File: src/rtl/seg7_scan_ctrl.sv
// seg7_scan_ctrl
// Time-multiplexing controller for a multi-digit seven-segment display.
// Grants the shared segment bus to one digit at a time, inserts an all-dark
// gap between digits to suppress ghosting, and decodes each digit's hex
// nibble. New contents arrive over a valid/ready handshake into a shadow
// buffer and are committed to the active buffer only at a frame boundary
// (or immediately while idle), so a frame never mixes old and new data.
//
// Ports:
//   clk         system clock, rising edge
//   rst         asynchronous active-high reset
//   enable      1 = scan running, 0 = display dark
//   load_valid  new display data offered
//   load_ready  shadow buffer free (transfer when valid & ready at an edge)
//   load_data   hex nibbles, digit i = bits [4i+3:4i]
//   load_dp     decimal point per digit
//   segments    active-high segments, bit0 = a ... bit6 = g
//   dp_out      decimal point of the driven digit
//   digit_en    one-hot digit select, all zero while dark
//   frame_done  one-cycle pulse after the last digit's blank ends

module seg7_scan_ctrl #(
  parameter int NUM_DIGITS   = 4,
  parameter int DWELL        = 1000,
  parameter int BLANK_CYCLES = 8
) (
  input  logic                    clk,
  input  logic                    rst,
  input  logic                    enable,
  input  logic                    load_valid,
  output logic                    load_ready,
  input  logic [4*NUM_DIGITS-1:0] load_data,
  input  logic [NUM_DIGITS-1:0]   load_dp,
  output logic [6:0]              segments,
  output logic                    dp_out,
  output logic [NUM_DIGITS-1:0]   digit_en,
  output logic                    frame_done
);

  localparam int IDX_W   = $clog2(NUM_DIGITS);
  localparam int CNT_MAX = (DWELL > BLANK_CYCLES) ? DWELL : BLANK_CYCLES;
  // The counter only has to reach CNT_MAX-1.
  localparam int CNT_W   = (CNT_MAX > 1) ? $clog2(CNT_MAX) : 1;

  localparam logic [CNT_W-1:0] DWELL_LAST = CNT_W'(DWELL - 1);
  localparam logic [CNT_W-1:0] BLANK_LAST = CNT_W'(BLANK_CYCLES - 1);
  localparam logic [IDX_W-1:0] IDX_LAST   = IDX_W'(NUM_DIGITS - 1);

  typedef enum logic [1:0] {
    ST_IDLE,
    ST_SHOW,
    ST_BLANK
  } state_t;

  state_t                  state_q, state_d;
  logic [IDX_W-1:0]        idx_q, idx_d;
  logic [CNT_W-1:0]        cnt_q, cnt_d;
  logic [4*NUM_DIGITS-1:0] active_data_q, active_data_d;
  logic [NUM_DIGITS-1:0]   active_dp_q, active_dp_d;
  logic [4*NUM_DIGITS-1:0] shadow_data_q, shadow_data_d;
  logic [NUM_DIGITS-1:0]   shadow_dp_q, shadow_dp_d;
  logic                    pending_q, pending_d;

  logic [6:0]              segments_q, segments_d;
  logic                    dp_out_q, dp_out_d;
  logic [NUM_DIGITS-1:0]   digit_en_q, digit_en_d;
  logic                    frame_done_q, frame_done_d;
  logic                    load_ready_q, load_ready_d;

  logic                    accept;
  logic                    commit;
  logic [3:0]              nibble;

  function automatic logic [6:0] hex7(input logic [3:0] n);
    case (n)
      4'h0:    hex7 = 7'h3F;
      4'h1:    hex7 = 7'h06;
      4'h2:    hex7 = 7'h5B;
      4'h3:    hex7 = 7'h4F;
      4'h4:    hex7 = 7'h66;
      4'h5:    hex7 = 7'h6D;
      4'h6:    hex7 = 7'h7D;
      4'h7:    hex7 = 7'h07;
      4'h8:    hex7 = 7'h7F;
      4'h9:    hex7 = 7'h6F;
      4'hA:    hex7 = 7'h77;
      4'hB:    hex7 = 7'h7C;
      4'hC:    hex7 = 7'h39;
      4'hD:    hex7 = 7'h5E;
      4'hE:    hex7 = 7'h79;
      default: hex7 = 7'h71;
    endcase
  endfunction

  // Next-state, buffer and handshake logic.
  always_comb begin
    state_d       = state_q;
    idx_d         = idx_q;
    cnt_d         = cnt_q;
    active_data_d = active_data_q;
    active_dp_d   = active_dp_q;
    shadow_data_d = shadow_data_q;
    shadow_dp_d   = shadow_dp_q;
    pending_d     = pending_q;
    frame_done_d  = 1'b0;
    commit        = 1'b0;

    // load_ready mirrors !pending, so accept and commit are mutually exclusive.
    accept = load_valid && load_ready_q;
    if (accept) begin
      shadow_data_d = load_data;
      shadow_dp_d   = load_dp;
      pending_d     = 1'b1;
    end

    case (state_q)
      ST_IDLE: begin
        commit = pending_q;
        if (enable) begin
          state_d = ST_SHOW;
          idx_d   = '0;
          cnt_d   = '0;
        end
      end
      ST_SHOW: begin
        if (!enable) begin
          state_d = ST_IDLE;
          idx_d   = '0;
          cnt_d   = '0;
        end else if (cnt_q == DWELL_LAST) begin
          state_d = ST_BLANK;
          cnt_d   = '0;
        end else begin
          cnt_d = cnt_q + 1'b1;
        end
      end
      ST_BLANK: begin
        if (!enable) begin
          state_d = ST_IDLE;
          idx_d   = '0;
          cnt_d   = '0;
        end else if (cnt_q == BLANK_LAST) begin
          state_d = ST_SHOW;
          cnt_d   = '0;
          if (idx_q == IDX_LAST) begin
            idx_d        = '0;
            frame_done_d = 1'b1;
            commit       = pending_q;
          end else begin
            idx_d = idx_q + 1'b1;
          end
        end else begin
          cnt_d = cnt_q + 1'b1;
        end
      end
      default: begin
        state_d = ST_IDLE;
        idx_d   = '0;
        cnt_d   = '0;
      end
    endcase

    if (commit) begin
      active_data_d = shadow_data_q;
      active_dp_d   = shadow_dp_q;
      pending_d     = 1'b0;
    end

    load_ready_d = !pending_d;
  end

  // Outputs are decoded from next-state values so they register on the
  // same edge as the state change; a frame-end commit is visible at once.
  always_comb begin
    nibble     = active_data_d[{idx_d, 2'b00} +: 4];
    segments_d = 7'h00;
    dp_out_d   = 1'b0;
    digit_en_d = '0;
    if (state_d == ST_SHOW) begin
      segments_d = hex7(nibble);
      dp_out_d   = active_dp_d[idx_d];
      digit_en_d = NUM_DIGITS'(1) << idx_d;
    end
  end

  always_ff @(posedge clk or posedge rst) begin
    if (rst) begin
      state_q       <= ST_IDLE;
      idx_q         <= '0;
      cnt_q         <= '0;
      active_data_q <= '0;
      active_dp_q   <= '0;
      shadow_data_q <= '0;
      shadow_dp_q   <= '0;
      pending_q     <= 1'b0;
      segments_q    <= 7'h00;
      dp_out_q      <= 1'b0;
      digit_en_q    <= '0;
      frame_done_q  <= 1'b0;
      load_ready_q  <= 1'b1;
    end else begin
      state_q       <= state_d;
      idx_q         <= idx_d;
      cnt_q         <= cnt_d;
      active_data_q <= active_data_d;
      active_dp_q   <= active_dp_d;
      shadow_data_q <= shadow_data_d;
      shadow_dp_q   <= shadow_dp_d;
      pending_q     <= pending_d;
      segments_q    <= segments_d;
      dp_out_q      <= dp_out_d;
      digit_en_q    <= digit_en_d;
      frame_done_q  <= frame_done_d;
      load_ready_q  <= load_ready_d;
    end
  end

  assign segments   = segments_q;
  assign dp_out     = dp_out_q;
  assign digit_en   = digit_en_q;
  assign frame_done = frame_done_q;
  assign load_ready = load_ready_q;

endmodule

File: config.mk
export PLATFORM = sky130hd
export DESIGN_NAME = seg7_scan_ctrl
export DESIGN_NICKNAME = d
export VERILOG_FILES = /design/src/rtl/seg7_scan_ctrl.sv
export SDC_FILE = /design/constraint.sdc
export NUM_CORES = 1
export LEC_CHECK = 0
export BUFFER_PORTS_ARGS = -buffer_cell sky130_fd_sc_hd__buf_2
export CORE_ASPECT_RATIO = 0.9
export CORE_MARGIN = 5
export CORE_UTILIZATION = 61
export CTS_BUF_LIST = sky130_fd_sc_hd__clkbuf_2
export DETAILED_ROUTE_END_ITERATION = 6
export HOLD_SLACK_MARGIN = 0.05
export PLACE_DENSITY = 0.82
export SLEW_MARGIN = 20
export SYNTH_ARGS = -nofsm -noshare
export SYNTH_HDL_FRONTEND = slang
export SYNTH_SLANG_ARGS = --single-unit
File: constraint.sdc
create_clock -name clk -period 3.8 [get_ports clk]
set_input_delay 0.19 -clock clk [delete_from_list [all_inputs] [get_ports clk]]
set_output_delay 0.19 -clock clk [all_outputs]
set_load 0.05 [all_outputs]
# == Yosys cells after proc, flatten, opt, wreduce, memory -nomap -nowiden ==
# Memory sizes are Yosys's and may differ from the RTL's.
# Index checks and enable logic that the tools add are counted.
# word_totals
wordCells,64
in_bits,24
ff_bits,69
out_inout_bits,14
mem_count,1
mem_bits_ro,112
# mem_list
memory,depth,word_bits,read_ports,rd_ports_with_merged_regs,write_ports,line,source
(name not given),16,7,1,0,0,75,case (n)
# classes
n_reduce_logical,3
n_eq_ne,7
addsub,2
n_mux,35
magnitude_cmp,1
shifts,2
# op_table
op,n
$mux W10,5
$pmux W10 S3,1
$mux W2,10
$mux W16,1
$shiftx A16 B5 Y4,1
$pmux W2 S3,2
$mux W1,11
$add A10 B1 Y10 const B,1
$eq A10 B10 Y1 const B,1
$eq A10 B3 Y1 const B,1
$mux W4,2
$mux W7,1
$eq A2 B1 Y1 const B,2
$eq A2 B2 Y1 const B,2
$shl A1 B2 Y4 const A,1
$lt A2 B3 Y1 const B,1
$add A2 B1 Y2 const B,1
$bmux W1 S2,1
$logic_not A2 Y1,1
$ne A2 B2 Y1 const B,1
$pmux W1 S2,1
$logic_and A1 B1 Y1,1
$logic_not A1 Y1,1

# == Logic depth before layout (Yosys ltp) ==
# Gate-level depths: netlist of the first run.
# depth
word_depth,9
ltp_mapped,16

# == Least setup slack after synthesis of the first run ==
# No wires, ideal clock.
# synth_path
kind,flip-flop to flip-flop
start,register cnt_q[6]
end,"register segments_q[0], in the netlist segments[0]"
required_ns,3.720
setup_ns,0.080
n_path_buf,1
path_stages_with_launch,12
t_arrival_ns,3.261
synth_period_minus_slack_ns,3.341
path_slack_ns,0.459
path_cell_list,dfrtp_1 -> or4_4 -> or4_4 -> a32o_2 -> buf_6 -> nand3_1 -> o22a_1 -> o2bb2ai_1 -> inv_1 -> ha_1 -> or4_1 -> o211ai_2
# synth_via
elab_cells_between_ends,18
# synth_rtl
element,line,source
start: declaration,57,"logic [CNT_W-1:0] cnt_q, cnt_d;"
start signal: assignment,204,cnt_q <= cnt_d;
$eq A10 B3 Y1,142,end else if (cnt_q == BLANK_LAST) begin
$mux W2,142,
$mux W2,138,if (!enable) begin
$pmux W2 S3,116,case (state_q)
named net idx_d[1],56,"logic [IDX_W-1:0] idx_q, idx_d;"
$shiftx A16 B5 Y4,175,"nibble = active_data_d[{idx_d, 2'b00} +: 4];"
$mem_v2 Z16 W7,--,
$mux W7,179,if (state_d == ST_SHOW) begin
named net segments_d[0],64,"logic [6:0] segments_q, segments_d;"
end signal: assignment,210,segments_q <= segments_d;
end: declaration,64,
# The timed path passes the listed nets, and every way through them passes these cells.
# A chain may end at the register's enable or synchronous reset.

# == Worst setup path in the final report of the first run ==
# layout_path
start,register cnt_q[0]
end,"register segments_q[0], in the netlist segments[0]"
# layout_via
elab_chain_cells,8
elab_cells_between_ends,18
# layout_lines
element,line,source
$eq A10 B3 Y1,142,
$mux W1,142,
$mux W1,138,
$pmux W1 S2,116,
$mux W16,163,if (commit) begin
$shiftx A16 B5 Y4,175,
$mem_v2 Z16 W7,--,
$mux W7 (*),179,
named net segments_d[0],64,
# The timed path passes the listed nets; every way through them passes the cells marked *.

==> out/metrics.cfg, run 1 <==
[logic_synthesis]
ys_async_sr_fraction = 1.00
syn-instance-count = 308
syn-cell-area_sq_um = 3480
syn_nets = 344
synth-edff-count = 0
synth_seq_area_share = 0.497
yosysUniqueCellTypes = 61
ys.flop_type = dfrtp_1
synth_area_per_cell_sq_um = 11.3
ys_ff_latch = 69
synth_warnings = 0

[placement]
dp_hpwl_mm = 4.95
gp_congestion = 0.859
port_buffers = 37

[timing]
min_period_ns = 3.54
finalSetupTns_ns = 0
drv_slew = 0
finalSetupViolations = 0
slew_headroom = 0.345
fmax_mhz = 283
skew_ns = 0.0319
rsz0062_at_grt = no
worst_pin_slew_ns = 0.983
hold_viol = 0
post-route-period-util = 0.931

[worst_setup_path]
path_cells = ha_1, nand4bb_1, or4_4, a32o_2, nand3_1, o22ai_1, o22ai_4, inv_1, ha_1, or4_1, o211ai_2
arrival_ns = 3.99
start_kind = flip-flop
cp_slowest_cell = or4_4
critPathMostFrequentCell = ha_1
path_class = reg2reg
crit_fanout = 10
critPathRequiredTime_ns = 4.25
worst_setup_path_end_kind = flip-flop
max_stage_delay_ns = 0.63

[layout]
n_fill_cell = 395
antenna_cells = 0
layout-drive-gt1-share = 0.298
final_common_cell = dfrtp_1
final_cell_mix = dfrtp_1, buf_2, nand2_1
syn_to_final_growth_pct = 18.0
finalNetCount = 410

[clock_tree]
path_clk_slew_ns = 0.20
htreeDepth = 3
clk_latency_ns = 0.52
numCtsBuffers = 9
cts_root_buf = clkbuf_2
tritoncts = built
cts_max_path_buffers = 2
clkSinkCount = 69

[pwr]
p_total_mw = 3.09
power_density_nw_per_um2 = 754
leakage_nw = 1.96
peakVddDrop_uv = 510

[die]
num_rows = 26
dieWidth_um = 89.6
core_area_sq_um = 5600
die-area_sq_um = 7310
fp.dieH_um = 81.6
start_util = 0.621
io-pin-count = 38

[route]
wl_per_cell_um = 15.5
drt_wl_total_mm = 6.98
wirelength_met1_mm = 3.11
drc = 0
wl_met2_mm = 3.32
routed_via_density = 5.56
firstDrtPassIters = 5
ant_nets = 0
dr_wl_met3_um = 445
drtIter0Drc = 108
via_count = 2497
highest_layer = met4

[grt]
track_usage = 0.217
antenna_found_initial = 0
grt_max_degree = 39
grt_overflow_total = 0
grt_pass1_wl_mm = 12.0
grt_pass1_vias = 2522

[worst_hold_path]
hp-class = in2async

[job]
cap_violations = 0

[status]
outcome = complete, no violations

## Yosys cell counts (2+ instances only)
library cell,n,share of area
and3_1,5,0.0090
dfrtp_1,68,0.49
a221oi_1,3,0.0076
nand4_1,2,0.0036
o22ai_1,2,0.0036
nor2b_1,3,0.0054
inv_1,20,0.022
and2_1,5,0.0090
o21ai_0,20,0.029
nand2_1,36,0.039
buf_6,3,0.0097
o221a_1,2,0.0065
nor4_1,2,0.0036
clkbuf_1,6,0.0065
and3_2,2,0.0043
nand3_1,6,0.0086
or4_1,2,0.0043
nor2_2,2,0.0036
nand2b_1,6,0.011
a21oi_1,4,0.0058
or4_4,2,0.0065
nor2_1,13,0.014
a31oi_1,3,0.0054
mux2i_1,11,0.032
a41o_1,2,0.0058
buf_2,3,0.0043
ha_1,12,0.043
mux2_2,30,0.097
## logic make-up (layout without fill, tap and decap cells)
logic type	count (synthesis)	count (layout)	synth area share
flip-flops	69	69	0.497
XOR/XNOR	2	2	0.00504
adder cells (fa/ha/maj)	12	12	0.0432
multiplexers	41	41	0.129
AND/OR/NAND/NOR	91	91	0.139
buffers and inverters	33	104	0.0432
AO/OA/AOI/OAI	60	60	0.144
## registers in the layout, summed over array words and instances, names as in the netlist
name	count
active_data_q	16
shadow_data_q	16
cnt_q	10
segments	7
active_dp_q	4
digit_en	4
shadow_dp_q	4
idx_q	2
state_q	2
dp_out	1
frame_done	1
load_ready	1
pending_q	1
## what timing repair did
item	in CTS	in global routing
hold buffers	23	0
buffers inserted	0	0
endpoints found under the hold margin	57	0
setup endpoints to repair	0	2
resized for setup	0	1
## power breakdown
group | switching (mW) | internal, mW
clock | 0.262 | 0.214
sequential | 0.115 | 1.02
combinational | 0.877 | 0.603
## final timing paths
path	from	end	slack, ns	cells after the start
worst max-delay path	cnt_q[0]	segments[0]	0.26	11
worst min-delay path	rst	segments[5]	0.33	3
worst max register to register	cnt_q[0]	segments[0]	0.26	11
worst min register to register	active_data_q[14]	active_data_q[14]	0.51	2
max in group asynchronous	rst	state_q[1]	2.54	4
min in group clk	load_data[5]	shadow_data_q[5]	0.42	3
## layer usage
layer	track usage	vias up
li1	-	1235
met1	0.286	1174
met2	0.342	73
met3	0.0672	15
met4	0.0655	0
met5	0	-
## cell type report
cell class / count / area, sq um / area share
timing repair buffer: 67 / 468 / 0.114
tap: 70 / 87.6 / 0.0214
inverter: 21 / 78.8 / 0.0192
multi-input combinational: 206 / 1600 / 0.391
clock buffer: 9 / 45.0 / 0.0110
clock inverter: 7 / 88.8 / 0.0217
sequential: 69 / 1730 / 0.421
## critical path, delay by kind of cell (launching register included)
family                   cells  cell delay [ns]
buffers and inverters        1             0.13
AO/OA/AOI/OAI                4             0.81
AND/OR/NAND/NOR              4             1.65
adder cells (fa/ha/maj)      2             0.48
flip-flops                   1             0.42
## metrics by stage
stage / instance area (sq um) / hold slack [ns] / setup WS (ns) / cells / utilization
after floorplan: 3480 / 0.295 / 0.459 / 308 / -
after global placement: 3730 / 0.369 / 0.361 / 410 / 0.667
after detailed placement: 3730 / 0.380 / 0.216 / 410 / 0.667
after CTS: 4090 / 0.318 / 0.186 / 449 / 0.732
after global routing: 4100 / 0.351 / 0.00781 / 449 / 0.733
final: 4100 / 0.333 / 0.262 / 449 / 0.733
Power figures use the tool's default switching activity.
==> inputs of run 2 (changes only) <==
- ABC_AREA: not set -> 1
- RECOVER_POWER: not set -> 100
==> out/metrics.cfg, run 2 <==
[layout]
finalNetCount = 529  ; +29%
n_fill_cell = 449  ; +14%
syn_to_final_growth_pct = 15.2
final_cell_mix = nand2_1, dfrtp_1, inv_1
layout-drive-gt1-share = 0.127  ; -0.172
final_common_cell = nand2_1
reg_top3 = active_data_q x16, shadow_data_q x16, cnt_q x10
antenna_cells = 0  ; unchanged

[pwr]
p_int_mw = 1.64  ; -11%
power_density_nw_per_um2 = 739  ; -2.0%
pwr-share-comb = 0.454  ; -0.025
leakage_nw = 2.12  ; +8.3%
p_clk_frac = 0.168  ; +0.014
peakVddDrop_uv = 599  ; +18%
p_sw_frac = 0.451  ; +0.0459
seq_power_share = 0.378  ; +0.011
power_switching_mw = 1.35  ; +7.7%

[worst_setup_path]
crit_cells = 17  ; +6
cp_slowest_cell = dfrtp_1
critPathRequiredTime_ns = 4.22  ; -0.03 ns
worstSetupStartpoint = state_q[0]
max_stage_delay_ns = 0.46  ; -0.17 ns
worst_setup_path_end_kind = flip-flop
r2r_cells = 17  ; +6
arrival_ns = 3.59  ; -0.40 ns
r2r-start = state_q[0]
endpoint = segments[2]
path_class = reg2reg
crit_fanout = 11  ; +1
path_cells = inv_1, ha_1, inv_1, nor2_1, o21ai_0, nand2_1, nand2_2, clkinvlp_2, nor2_2, nand2_1, nand2_1, nor2_4, inv_1, ha_1, nand3_1, o21ai_0, nor2_1
ff2ff_setup_slack_ns = 0.63  ; +0.37 ns
start_kind = flip-flop
cpLargestDelayFamily = simple AND/OR/NAND/NOR gates
r2r-end = segments[2]
critPathBufInv = 4  ; +3

[timing]
fmax_mhz = 315  ; +12%
drv_slew = 46  ; +46
slew_headroom = -0.0718  ; -0.416
rsz0062_at_grt = no
worst_pin_slew_ns = 1.61  ; +0.623 ns
post-route-period-util = 0.834  ; -0.0970
finalSetupTns_ns = 0  ; unchanged
hold_viol = 0  ; unchanged
finalSetupViolations = 0  ; unchanged
min_period_ns = 3.17  ; -0.369 ns
skew_ns = 0.0396  ; +0.00771 ns
hold_ws_ns = 0.203  ; -0.130 ns

[route]
drt_wl_total_mm = 7.42  ; +6.4%
routed_via_density = 5.27  ; -5.2%
ant_nets = 0  ; unchanged
drtIter0Drc = 134  ; +24%
via_count = 2994  ; +20%
firstDrtPassIters = 5  ; unchanged
wl_per_cell_um = 13.1  ; -16%
drc = 0  ; unchanged

[clock_tree]
cts_max_path_buffers = 2  ; unchanged
clkSinkCount = 69  ; unchanged
htreeDepth = 3  ; unchanged
clk_latency_ns = 0.55  ; +0.03 ns
tritoncts = built
cts_root_buf = clkbuf_2
cts.repair.resized = 0  ; unchanged
path_clk_slew_ns = 0.23  ; +0.03 ns
numCtsBuffers = 9  ; unchanged

[grt]
grt_max_degree = 46  ; +18%
grt_pass1_vias = 2936  ; +16%
grt_pass1_wl_mm = 12.9  ; +7.5%
antenna_found_initial = 0  ; unchanged
track_usage = 0.217  ; +0.000388
grt_overflow_total = 0  ; unchanged

[logic_synthesis]
yosysMostFrequentCell = nand2_1
ys_top_cells_by_area = dfrtp_1, nand2_1, inv_1
syn-instance-count = 430  ; +40%
synth_top_area_frac = 0.485  ; -0.00506
yosys-top-cells-count = nand2_1, dfrtp_1, inv_1, nand3_1, nor2_1
synth_area_per_cell_sq_um = 8.17  ; -28%
synth_seq_area_share = 0.492  ; -0.00514
syn-cell-area_sq_um = 3510  ; +1.0%
ys_async_sr_fraction = 1.00  ; unchanged
synth_warnings = 0  ; unchanged
yosysUniqueCellTypes = 38  ; -38%
yosysTopAreaCell = dfrtp_1
ys.flop_type = dfrtp_1
synth-edff-count = 0  ; unchanged
syn_nets = 466  ; +35%
ys_ff_latch = 69  ; unchanged

[worst_hold_path]
hp-class = in2reg

[status]
outcome = finished with violations
violations = max-capacitance violations, max-slew violations

[placement]
gp_congestion = 0.891  ; +3.8%
dp_hpwl_mm = 5.11  ; +3.3%
port_buffers = 37  ; unchanged

[die]
fp.dieH_um = 82.0  ; +0.46%
io-pin-count = 38  ; unchanged
die-area_sq_um = 7380  ; +0.92%
num_rows = 26  ; unchanged
start_util = 0.624  ; +0.00286
dieWidth_um = 90.0  ; +0.46%
core_area_sq_um = 5630  ; +0.58%

[job]
cap_violations = 1  ; +1

## run 2: logic make-up (layout without fill, tap and decap cells)
| group | count (synthesis) | count (layout) | share of synthesized area |
|---|---|---|---|
| compound gates | 37 | 37 | 0.0616 |
| xor+xnor | 5 | 5 | 0.0125 |
| fa+ha+maj | 12 | 12 | 0.0427 |
| buf+inv | 62 | 130 | 0.0727 |
| flops | 69 | 69 | 0.492 |
| simple gates | 245 | 245 | 0.318 |
## run 2: worst min-delay path by stage
stage                             start           endpoint  cells after the start
after detailed placement  load_data[13]  shadow_data_q[13]                      3
after floorplan            load_data[0]   shadow_data_q[0]                      2
after CTS                    load_valid  shadow_data_q[15]                      4
final                        load_valid  shadow_data_q[15]                      4
after global placement    load_data[15]  shadow_data_q[15]                      3
after global routing         load_valid   shadow_data_q[0]                      4
## run 2: power groups by stage
stage                     Sequential, mW  Combinational (mW)  Clock, mW
final                               1.13                1.36      0.501
after CTS                           1.13                1.41      0.513
after detailed placement            1.15                1.39          0
after global placement              1.14                1.36          0
after global routing                1.16                1.53      0.544
after floorplan                     1.28               0.959          0
## run 2: per-stage QoR
| stage | total power, mW | instance area, sq um | utilization | setup slack [ns] | std cells |
|---|---|---|---|---|---|
| 2_1_floorplan | 2.24 | 3510 | - | 1.50 | 430 |
| 3_3_place_gp | 2.50 | 3740 | 0.665 | 1.02 | 530 |
| 3_5_place_dp | 2.53 | 3740 | 0.665 | 1.01 | 530 |
| 4_1_cts | 3.05 | 4100 | 0.729 | 0.927 | 568 |
| 5_1_grt | 3.24 | 4050 | 0.719 | 0.312 | 568 |
| 6_report | 2.99 | 4050 | 0.719 | 0.630 | 568 |
## run 2: final cells by class
| type | count | area (sq um) | share of cell area |
|---|---|---|---|
| clock inverter | 7 | 97.6 | 0.0241 |
| inverter | 54 | 204 | 0.0504 |
| sequential | 69 | 1730 | 0.427 |
| clock buffer | 9 | 45.0 | 0.0111 |
| multi-input combinational | 299 | 1490 | 0.369 |
| tap | 70 | 87.6 | 0.0216 |
| timing repair buffer | 60 | 392 | 0.0968 |
## run 2: tightest hold or removal path: cells and delay by family
kind                   cells  cell delay (ns)
and+or+nand+nor            3             0.49
buffers and inverters      1             0.07
## run 2: routing by layer
| metal | vias to the layer above | part of all wire | wire length, um | track usage |
|---|---|---|---|---|
| met5 | - | 0 | 0 | 0 |
| met4 | 0 | 0.011 | 85 | 0.0625 |
| met2 | 117 | 0.49 | 3620 | 0.382 |
| met3 | 13 | 0.067 | 499 | 0.0614 |
| li1 | 1477 | - | - | - |
| met1 | 1387 | 0.43 | 3220 | 0.264 |
## run 2: what timing repair did
item,CTS,global route
buffers inserted,0,0
setup endpoints to repair,0,0
hold buffers,22,0
endpoints found under the hold margin,64,0
